`config.mk`:
```
export PLATFORM = sky130hd
export DESIGN_NAME = qft_pipe_scheduler_flat
export DESIGN_NICKNAME = d
export VERILOG_FILES = /design/src/rtl/qft_pipe_scheduler_if.sv /design/src/rtl/qft_pipe_scheduler.sv /design/src/flat_wrapper.sv
export SDC_FILE = /design/constraint.sdc
export NUM_CORES = 1
export LEC_CHECK = 0
export CAP_MARGIN = 20
export CORE_MARGIN = 8
export CORE_UTILIZATION = 48
export CTS_CLUSTER_SIZE = 14
export DETAILED_ROUTE_END_ITERATION = 6
export GPL_ROUTABILITY_DRIVEN = 0
export PLACE_DENSITY = 0.78
export SYNTH_ARGS = -nofsm -noshare
export SYNTH_HDL_FRONTEND = slang
export SYNTH_SLANG_ARGS = --single-unit
```
`constraint.sdc`:
```
create_clock -name clk -period 2.5 [get_ports clk]
set_input_delay 0.25 -clock clk [delete_from_list [all_inputs] [get_ports clk]]
set_output_delay 0.25 -clock clk [all_outputs]
set_load 0.02 [all_outputs]
```
`src/rtl/qft_pipe_scheduler_if.sv`:
```
// qft_pipe_scheduler_if
//   Bundles the batch-control, upstream/downstream handshake and status
//   signals of the QFT gate-pipeline scheduler.
//   slave  : the scheduler itself.
//   master : whoever drives batches into the scheduler (controller or bench).
//
// Handshake: a vector moves across a boundary only in a cycle where both
// valid and ready are high. in_valid/out_valid must not depend on the
// corresponding ready. in_ready and pipe_en are combinational in the same
// cycle, and a source may raise valid whenever it likes.
interface qft_pipe_scheduler_if #(
  parameter int NUM_STAGES = 7,
  parameter int BATCH_W    = 8
);
  logic                  start;
  logic [BATCH_W-1:0]    batch_len;
  logic                  flush;
  logic                  in_valid;
  logic                  in_ready;
  logic                  pipe_en;
  logic [NUM_STAGES-1:0] stage_valid;
  logic                  out_valid;
  logic                  out_ready;
  logic                  busy;
  logic                  done;
  logic [3:0]            inflight;
  logic [15:0]           stall_cnt;
  logic [1:0]            fsm_state;

  modport slave (
    input  start, batch_len, flush, in_valid, out_ready,
    output in_ready, pipe_en, stage_valid, out_valid, busy, done,
           inflight, stall_cnt, fsm_state
  );

  modport master (
    output start, batch_len, flush, in_valid, out_ready,
    input  in_ready, pipe_en, stage_valid, out_valid, busy, done,
           inflight, stall_cnt, fsm_state
  );
endinterface

```
`src/rtl/qft_pipe_scheduler.sv`:
```
// qft_pipe_scheduler
//   Sequences a batch of state vectors through a NUM_STAGES-deep gate
//   pipeline (H, CP, CP, H, CP, H, SWAP by default). Tracks per-stage
//   occupancy, issues a global advance enable, counts issued/retired
//   vectors and output back-pressure cycles, and pulses done at batch end.
// Ports
//   clk, rst_n : clock, asynchronous active-low reset
//   bus        : qft_pipe_scheduler_if.slave
//                start/batch_len/flush   batch control
//                in_valid/in_ready       upstream handshake
//                out_valid/out_ready     downstream handshake
//                pipe_en, stage_valid    pipeline control/occupancy
//                busy, done, inflight,
//                stall_cnt, fsm_state    status and debug
module qft_pipe_scheduler #(
  parameter int NUM_STAGES = 7,
  parameter int BATCH_W    = 8
) (
  input logic                  clk,
  input logic                  rst_n,
  qft_pipe_scheduler_if.slave  bus
);

  localparam logic [1:0] IDLE  = 2'd0;
  localparam logic [1:0] FILL  = 2'd1;
  localparam logic [1:0] DRAIN = 2'd2;
  localparam logic [1:0] DONE  = 2'd3;

  logic [1:0]            state_q, state_d;
  logic [NUM_STAGES-1:0] sv_q;
  logic [BATCH_W-1:0]    len_q, issued_q, retired_q, issued_inc;
  logic [15:0]           stall_q;
  logic                  out_valid, pipe_en, in_ready, accept, retire, busy;
  logic [3:0]            pop_cnt;

  assign out_valid  = sv_q[NUM_STAGES-1];
  // A stage advances unless the final stage holds a result nobody takes,
  // so a back-pressure stall freezes the whole pipeline at once.
  assign pipe_en    = !out_valid || bus.out_ready;
  assign in_ready   = (state_q == FILL) && pipe_en && !bus.flush;
  assign accept     = bus.in_valid && in_ready;
  assign retire     = out_valid && bus.out_ready;
  assign busy       = (state_q != IDLE);
  assign issued_inc = issued_q + 1'b1;

  always_comb begin
    pop_cnt = 4'd0;
    for (int i = 0; i < NUM_STAGES; i++) begin
      pop_cnt = pop_cnt + {3'd0, sv_q[i]};
    end
  end

  always_comb begin
    state_d = state_q;
    case (state_q)
      IDLE:  if (bus.start) state_d = (bus.batch_len == '0) ? DONE : FILL;
      FILL:  if (accept && (issued_inc == len_q)) state_d = DRAIN;
      DRAIN: if (retired_q == len_q) state_d = DONE;
      DONE:  state_d = IDLE;
      default: state_d = IDLE;
    endcase
    // Flush wins over start, accept and retire.
    if (bus.flush) state_d = IDLE;
  end

  always_ff @(posedge clk or negedge rst_n) begin
    if (!rst_n) begin
      state_q   <= IDLE;
      sv_q      <= '0;
      len_q     <= '0;
      issued_q  <= '0;
      retired_q <= '0;
      stall_q   <= '0;
    end else if (bus.flush) begin
      state_q   <= IDLE;
      sv_q      <= '0;
      len_q     <= '0;
      issued_q  <= '0;
      retired_q <= '0;
      stall_q   <= '0;
    end else begin
      state_q <= state_d;
      if (pipe_en) sv_q <= {sv_q[NUM_STAGES-2:0], accept};
      if ((state_q == IDLE) && bus.start) begin
        len_q     <= bus.batch_len;
        issued_q  <= '0;
        retired_q <= '0;
        stall_q   <= '0;
      end else begin
        if (accept) issued_q  <= issued_inc;
        if (retire) retired_q <= retired_q + 1'b1;
        if (busy && out_valid && !bus.out_ready && (stall_q != 16'hFFFF))
          stall_q <= stall_q + 16'd1;
      end
    end
  end

  assign bus.out_valid   = out_valid;
  assign bus.pipe_en     = pipe_en;
  assign bus.in_ready    = in_ready;
  assign bus.stage_valid = sv_q;
  assign bus.busy        = busy;
  assign bus.done        = (state_q == DONE);
  assign bus.inflight    = pop_cnt;
  assign bus.stall_cnt   = stall_q;
  assign bus.fsm_state   = state_q;

endmodule

```
`src/flat_wrapper.sv`:
```
// flat-port wrapper written by rule: the top's interface ports become plain ports
module qft_pipe_scheduler_flat 
#(
  parameter int NUM_STAGES = 7,
  parameter int BATCH_W    = 8
)
  (clk, rst_n, bus_start, bus_batch_len, bus_flush, bus_in_valid, bus_out_ready, bus_in_ready, bus_pipe_en, bus_stage_valid, bus_out_valid, bus_busy, bus_done, bus_inflight, bus_stall_cnt, bus_fsm_state);
  qft_pipe_scheduler_if #(.NUM_STAGES(NUM_STAGES), .BATCH_W(BATCH_W)) bus_i ();
  input logic clk;
  input logic rst_n;
  input wire logic [$bits(bus_i.start)-1:0] bus_start;
  input wire logic [$bits(bus_i.batch_len)-1:0] bus_batch_len;
  input wire logic [$bits(bus_i.flush)-1:0] bus_flush;
  input wire logic [$bits(bus_i.in_valid)-1:0] bus_in_valid;
  input wire logic [$bits(bus_i.out_ready)-1:0] bus_out_ready;
  output wire logic [$bits(bus_i.in_ready)-1:0] bus_in_ready;
  output wire logic [$bits(bus_i.pipe_en)-1:0] bus_pipe_en;
  output wire logic [$bits(bus_i.stage_valid)-1:0] bus_stage_valid;
  output wire logic [$bits(bus_i.out_valid)-1:0] bus_out_valid;
  output wire logic [$bits(bus_i.busy)-1:0] bus_busy;
  output wire logic [$bits(bus_i.done)-1:0] bus_done;
  output wire logic [$bits(bus_i.inflight)-1:0] bus_inflight;
  output wire logic [$bits(bus_i.stall_cnt)-1:0] bus_stall_cnt;
  output wire logic [$bits(bus_i.fsm_state)-1:0] bus_fsm_state;
  assign bus_i.start = bus_start;
  assign bus_i.batch_len = bus_batch_len;
  assign bus_i.flush = bus_flush;
  assign bus_i.in_valid = bus_in_valid;
  assign bus_i.out_ready = bus_out_ready;
  assign bus_in_ready = bus_i.in_ready;
  assign bus_pipe_en = bus_i.pipe_en;
  assign bus_stage_valid = bus_i.stage_valid;
  assign bus_out_valid = bus_i.out_valid;
  assign bus_busy = bus_i.busy;
  assign bus_done = bus_i.done;
  assign bus_inflight = bus_i.inflight;
  assign bus_stall_cnt = bus_i.stall_cnt;
  assign bus_fsm_state = bus_i.fsm_state;
  qft_pipe_scheduler #(.NUM_STAGES(NUM_STAGES), .BATCH_W(BATCH_W)) u_core (.clk(clk), .rst_n(rst_n), .bus(bus_i));
endmodule
```
==> key figures, run 1 <==
Drt
  • Vias per inst: 5.40
  • Detailed-router iteration count before antenna repair: 4
  • # DRC: 0
  • Vias: 2,480
  • Post-route ant nets: 0
  • Avg WL per Cell: 15.3 µm
  • Routed Wire Length: 7010 µm
  • Initial DRC count: 161

Power
  • Power Density: 552 nW/µm²
  • Total chip power: 2.06 mW
  • Comb power frac: 0.284
  • Peak VDD IR: 304 µV
  • Clock power share: 0.290
  • Sequential Power Share: 0.426
  • Switching power: 672 µW
  • Sw Ratio: 0.326
  • Leakage Power: 1.59 nW
  • Internal: 1.39 mW

Hold path
  • Worst min-delay path category: input port to async pin

Worst setup path
  • Max FO, Critical Path: 2
  • Crit Path Class: flop to output port
  • Crit path from: u_core.bus.stage_valid[1]
  • CP dominant cell by count: inv_2
  • CP max stage cell: fa_1
  • Top delay family on crit path: adder cells
  • Reg2reg end: u_core.bus.fsm_state[1]
  • Max incr delay on CP: 0.49 ns
  • WP data arrival: 2.91 ns
  • Worst endpoint required time: 2.25 ns
  • Cells along the critical path: ha_4, inv_2, fa_1, fa_2, inv_2, ha_4, inv_2, fa_2, xnor2_4, buf_6
  • Worst r2r src: u_core.issued_q[1]
  • CP startpoint kind: flop
  • Crit end category: output port
  • WP buf/inv: 4
  • R2R Setup Slk: 0.24 ns
  • Critical path endpoint: bus_inflight[2]
  • Depth of the worst register-to-register path: 7
  • Instance count on the critical path: 10

CTS
  • TritonCTS clock tree: built
  • CTS buffer count: 5
  • CTS clk-pin slew, worst paths: 0.10 ns
  • Clk buf depth: 2
  • CTS root buffer: clkbuf_8
  • H-tree depth: 2
  • Sink Count: 49
  • Worst skew pair latency: 0.30 ns

STA
  • Max Clock Skew: 0.00680 ns
  • Slew margin rel.: 0.524
  • Final setup fails: 4
  • Slew @ Worst Pin: 0.714 ns
  • Final setup margin: -0.657 ns
  • Fin crit share: 1.26
  • RSZ-0062 raised after global routing: true
  • Max-slew violation count: 0
  • Fmax: 317 MHz
  • Fin Hold WS: 0.517 ns
  • Final Hold Viols: 0
  • Final min period: 3.16 ns

Placed design
  • Dpl ws: -0.823 ns
  • Post-detail-place hpwl: 5190 µm
  • Port bufs: 47

Synthesis
  • Yosys top cell area share: 0.420
  • Synth Net Count: 349
  • Primary FF master, synth: dfrtp_1
  • Avg Cell Area, Syn: 9.09 µm²
  • Post-synth EDFFs: 0
  • Mapped cell area: 2920 µm²
  • Unique masters post-synth: 48
  • Cells after Synth: 321
  • Synth async-reset ratio: 1.00
  • Synthesis Warnings: 0
  • #FFs+latches synth: 49
  • Top cells by area, synth: dfrtp_1 42%, xor2_1 8.4%, nand2_1 6.0%
  • Cell taking the most area after synthesis: dfrtp_1
  • Sequential share of the synthesized area: 0.420

Die
  • Die H: 94.0 µm
  • Die area: 8830 µm²
  • Rows: 28
  • Core footprint: 5890 µm²
  • Starting Density: 0.496
  • Horiz. Die Dim: 94.0 µm
  • # IOs: 48

Global route
  • First-pass GRT wire length: 12,200 µm
  • Initial antenna violation count: 0
  • Largest net degree at the start of global routing: 31
  • Grt total ovfl: 0
  • Total track usage: 0.170
  • Number of global-route vias before repair: 2,574

Layout
  • Fill cells: 476
  • Share of cells above drive strength 1: 0.141
  • Most frequent cells in the layout: 47 x nand2_1, 47 x dfrtp_1, 42 x clkdlybuf4s50_1
  • Final #Nets: 411
  • Area grow syn2layout: 28.1%
  • Multi-input logic area: 1620 µm²
  • # diodes: 0
  • Reg area: 1230 µm²

Flow run
  • Max-cap viol count: 0

Outcome
  • Status: finished, violations left
  • Failing checks: negative setup slack
[final cells by class]
class	instances	area share
multi-input cells	243	0.433
clock inverters	3	0.0127
flip-flops and latches	49	0.329
inverters	18	0.0181
clock buffers	5	0.0184
well taps	75	0.0251
repair buffers	66	0.165
[how the worst min path moves through the flow]
stage / cells past startpoint / endpoint / startpoint
2_1_floorplan: 0 / u_core.bus.fsm_state[0] / rst_n
3_3_place_gp: 1 / u_core.issued_q[6] / rst_n
3_5_place_dp: 1 / u_core.issued_q[2] / rst_n
4_1_cts: 3 / u_core.len_q[2] / bus_batch_len[2]
5_1_grt: 3 / u_core.len_q[4] / bus_batch_len[4]
6_report: 2 / u_core.issued_q[2] / rst_n
[stage by stage]
stage,cells,area (µm²),utilization,setup TNS (ns)
global placement,449,3570,0.607,-2.10
floorplan,321,2940,-,-0.521
global route,459,3740,0.635,-2.16
detailed placement,449,3570,0.607,-2.32
finish,459,3740,0.635,-1.89
CTS,459,3740,0.635,-1.89
[worst reg2reg max path, delay by kind of cell, from the launching register on]
kind | cells | cell delay, ns
AND/OR/NAND/NOR | 3 | 0.79
AO/OA/AOI/OAI | 3 | 0.56
flip-flops | 1 | 0.45
adder cells (fa/ha/maj) | 1 | 0.35
[Yosys cell counts (2+ instances only)]
library cell,number
dfrtp_1,49
nand2_1,47
nor2_1,38
xor2_1,28
a21oi_1,23
inv_1,16
nand3_1,15
xnor2_1,14
ha_1,11
clkbuf_1,6
nor3_1,6
o21ai_0,6
and3_1,5
nand4_1,5
or3_1,5
fa_1,3
nand2b_1,3
nand3b_1,3
nor4_1,3
a211oi_1,2
a31o_1,2
and2_1,2
buf_4,2
inv_2,2
nor4_2,2
[repair_timing]
action	in CTS	in global routing
endpoints found under the hold margin	24	0
setup buffers	1	0
resized for setup	32	0
pin swaps	1	1
hold buffers	1	0
setup endpoints to repair	4	4
[power groups by stage]
stage / combinational [mW] / sequential (mW) / clock [mW]
after global routing: 0.649 / 0.886 / 0.636
final: 0.585 / 0.880 / 0.599
after global placement: 0.561 / 0.891 / 0
after CTS: 0.588 / 0.880 / 0.603
after floorplan: 0.358 / 0.905 / 0
after detailed placement: 0.574 / 0.893 / 0
[flip-flops by register name, summed over array words and instances (netlist names)]
signal	cells
u_core.retired_q	8
u_core.len_q	8
u_core.bus.fsm_state	2
u_core.bus.stage_valid	7
u_core.bus.stall_cnt	16
u_core.issued_q	8
[layer usage]
metal / GRT usage / vias to the layer above / part of all wire
li1: - / 1203 / -
met4: 0.0317 / 0 / 0.0081
met5: 0 / - / 0
met2: 0.293 / 45 / 0.51
met1: 0.213 / 1226 / 0.44
met3: 0.0352 / 6 / 0.034
[kinds of logic (layout without fill, tap and decap cells)]
logic type                 Yosys count  in the layout  synth area share
adders and majority gates           14             14            0.0677
xor gates and xnor gates            42             42             0.126
DFF                                 49             49             0.420
AOI/OAI and AO/OA                   42             42            0.0926
and+or+nand+nor                    143            143             0.243
muxes                                2              2           0.00729
buffers and inverters               29             92            0.0437
Note: power is estimated with default switching activity, not from simulation.
==> inputs of run 2 (changes only) <==
- CTS_CLUSTER_SIZE: 14 -> 25
- GPL_TIMING_DRIVEN: default -> 0
==> key figures, run 2 (synthesis results as in run 1) <==
Outcome
  • Status: finished, violations left (unchanged)
  • Failing checks: negative setup slack (unchanged)

Power
  • Leakage Power: 1.56 nW (was 1.59 nW)
  • Peak VDD IR: 328 µV (was 304 µV)
  • Total chip power: 2.06 mW (about the same)
  • Power Density: 554 nW/µm² (was 552 nW/µm²)

Placed design
  • Post-detail-place hpwl: 5550 µm (was 5190 µm)
  • Port bufs: 47 (unchanged)
  • Placed cells: 444 (was 449)

Drt
  • Initial DRC count: 198 (was 161)
  • Routed Wire Length: 7410 µm (was 7010 µm)
  • Vias per inst: 5.47 (was 5.40)
  • Detailed-router iteration count before antenna repair: 4 (unchanged)
  • Avg WL per Cell: 16.2 µm (was 15.3 µm)
  • Post-route ant nets: 0 (unchanged)
  • # DRC: 0 (unchanged)
  • Vias: 2,501 (was 2,480)

CTS
  • CTS clk-pin slew, worst paths: 0.09 ns (was 0.10 ns)
  • Clk buf depth: 2 (unchanged)
  • TritonCTS clock tree: built (unchanged)
  • Worst skew pair latency: 0.31 ns (was 0.30 ns)
  • CTS root buffer: clkbuf_8 (unchanged)
  • CTS buffer count: 5 (unchanged)
  • Sink Count: 49 (unchanged)
  • H-tree depth: 2 (unchanged)

Worst setup path
  • Depth of the worst register-to-register path: 7 (unchanged)
  • R2R Setup Slk: 0.29 ns (was 0.24 ns)
  • CP dominant cell by count: inv_2 (unchanged)
  • Reg2reg end: u_core.bus.fsm_state[1] (unchanged)
  • Cells along the critical path: ha_4, inv_2, fa_1, fa_2, inv_2, ha_4, inv_2, fa_2, xnor2_4, buf_6 (unchanged)
  • Crit end category: output port (unchanged)
  • Max incr delay on CP: 0.49 ns (about the same)
  • WP data arrival: 2.90 ns (was 2.91 ns)
  • Crit Path Class: flop to output port (unchanged)
  • CP max stage cell: fa_1 (unchanged)
  • Worst endpoint required time: 2.25 ns (about the same)
  • Max FO, Critical Path: 2 (unchanged)
  • Worst r2r src: u_core.issued_q[1] (unchanged)
  • CP startpoint kind: flop (unchanged)

STA
  • RSZ-0062 raised after global routing: true (unchanged)
  • Max-slew violation count: 0 (unchanged)
  • Slew @ Worst Pin: 0.637 ns (was 0.714 ns)
  • Slew margin rel.: 0.571 (was 0.524)
  • Final min period: 3.15 ns (was 3.16 ns)
  • Max Clock Skew: 0.00411 ns (was 0.00680 ns)
  • Final Hold Viols: 0 (unchanged)
  • Final setup fails: 4 (unchanged)
  • Fin crit share: 1.26 (about the same)
  • Fmax: 317 MHz (about the same)
  • Final setup margin: -0.654 ns (was -0.657 ns)

Die
  • Rows: 28 (unchanged)
  • Core footprint: 5890 µm² (unchanged)
  • Starting Density: 0.496 (unchanged)
  • Horiz. Die Dim: 94.0 µm (unchanged)
  • # IOs: 48 (unchanged)
  • Die H: 94.0 µm (unchanged)
  • Die area: 8830 µm² (unchanged)

Hold path
  • Worst min-delay path category: input port to async pin (unchanged)

Layout
  • Share of cells above drive strength 1: 0.118 (was 0.141)
  • Final #Nets: 409 (was 411)
  • Non-filler cells, final: 457 (was 459)
  • Most frequent cells in the layout: 47 x nand2_1, 47 x dfrtp_1, 42 x clkdlybuf4s50_1 (unchanged)
  • # diodes: 0 (unchanged)
  • Max reg flops: 16 (unchanged)
  • Area grow syn2layout: 27.5% (was 28.1%)

Global route
  • Total track usage: 0.177 (was 0.170)
  • Number of global-route vias before repair: 2,548 (was 2,574)
  • Grt total ovfl: 0 (unchanged)
  • Initial antenna violation count: 0 (unchanged)
  • First-pass GRT wire length: 12,500 µm (was 12,200 µm)
  • Largest net degree at the start of global routing: 30 (was 31)

Flow run
  • Max-cap viol count: 0 (unchanged)
## run 2: where the power goes
| group | switching (mW) | internal, mW | total (mW) |
|---|---|---|---|
| combinational | 0.338 | 0.251 | 0.589 |
| clock | 0.284 | 0.301 | 0.584 |
| sequential | 0.0573 | 0.831 | 0.888 |
## run 2: how the worst max path moves through the flow
stage                 endpoint                       from
2_1_floorplan  bus_inflight[2]  u_core.bus.stage_valid[0]
3_3_place_gp   bus_inflight[2]  u_core.bus.stage_valid[0]
3_5_place_dp   bus_inflight[2]  u_core.bus.stage_valid[0]
4_1_cts        bus_inflight[2]  u_core.bus.stage_valid[0]
5_1_grt        bus_inflight[2]  u_core.bus.stage_valid[0]
6_report       bus_inflight[2]  u_core.bus.stage_valid[0]
## run 2: per-layer routing
layer / track usage / vias to the layer above / wire [µm]
met2: 0.299 / 63 / 3810
met4: 0.0713 / 0 / 153
met1: 0.219 / 1222 / 3210
met3: 0.0312 / 16 / 241
li1: - / 1200 / -
met5: 0 / - / 0
## run 2: worst max-delay path, delay by kind of cell (launching register included)
kind / cells / cell delay (ns)
xor+xnor: 1 / 0.17
fa+ha+maj: 5 / 1.69
flops: 1 / 0.45
buf+inv: 4 / 0.26
## run 2: final cells by class
type | instances | area (µm²)
clock buffer | 6 | 72.6
fill | 544 | 2160
tap | 75 | 93.8
multi-input combinational | 243 | 1630
timing repair buffer | 53 | 531
clock inverter | 2 | 38.8
inverter | 18 | 67.6
sequential | 49 | 1230
buffer | 11 | 60.1
## run 2: stage by stage
stage                     setup slack [ns]  instance area, µm²  TNS (ns)  hold slack [ns]   util
after global routing                -0.725                3720     -2.38            0.503  0.632
after CTS                           -0.664                3710     -2.13            0.455  0.630
after detailed placement            -0.856                3520     -2.62            0.256  0.598
final                               -0.654                3720     -2.10            0.428  0.632
after floorplan                     -0.266                2940    -0.521          -0.0456      -
after global placement              -0.805                3510    -14.45            0.535  0.596
## run 2: what timing repair did
item                       CTS  global route
gates resized for setup     32             2
hold buffers                 1             0
setup endpoints to repair    4             5
pin swaps                    1             1
buffers inserted             4             0
hold endpoints to repair    20             0
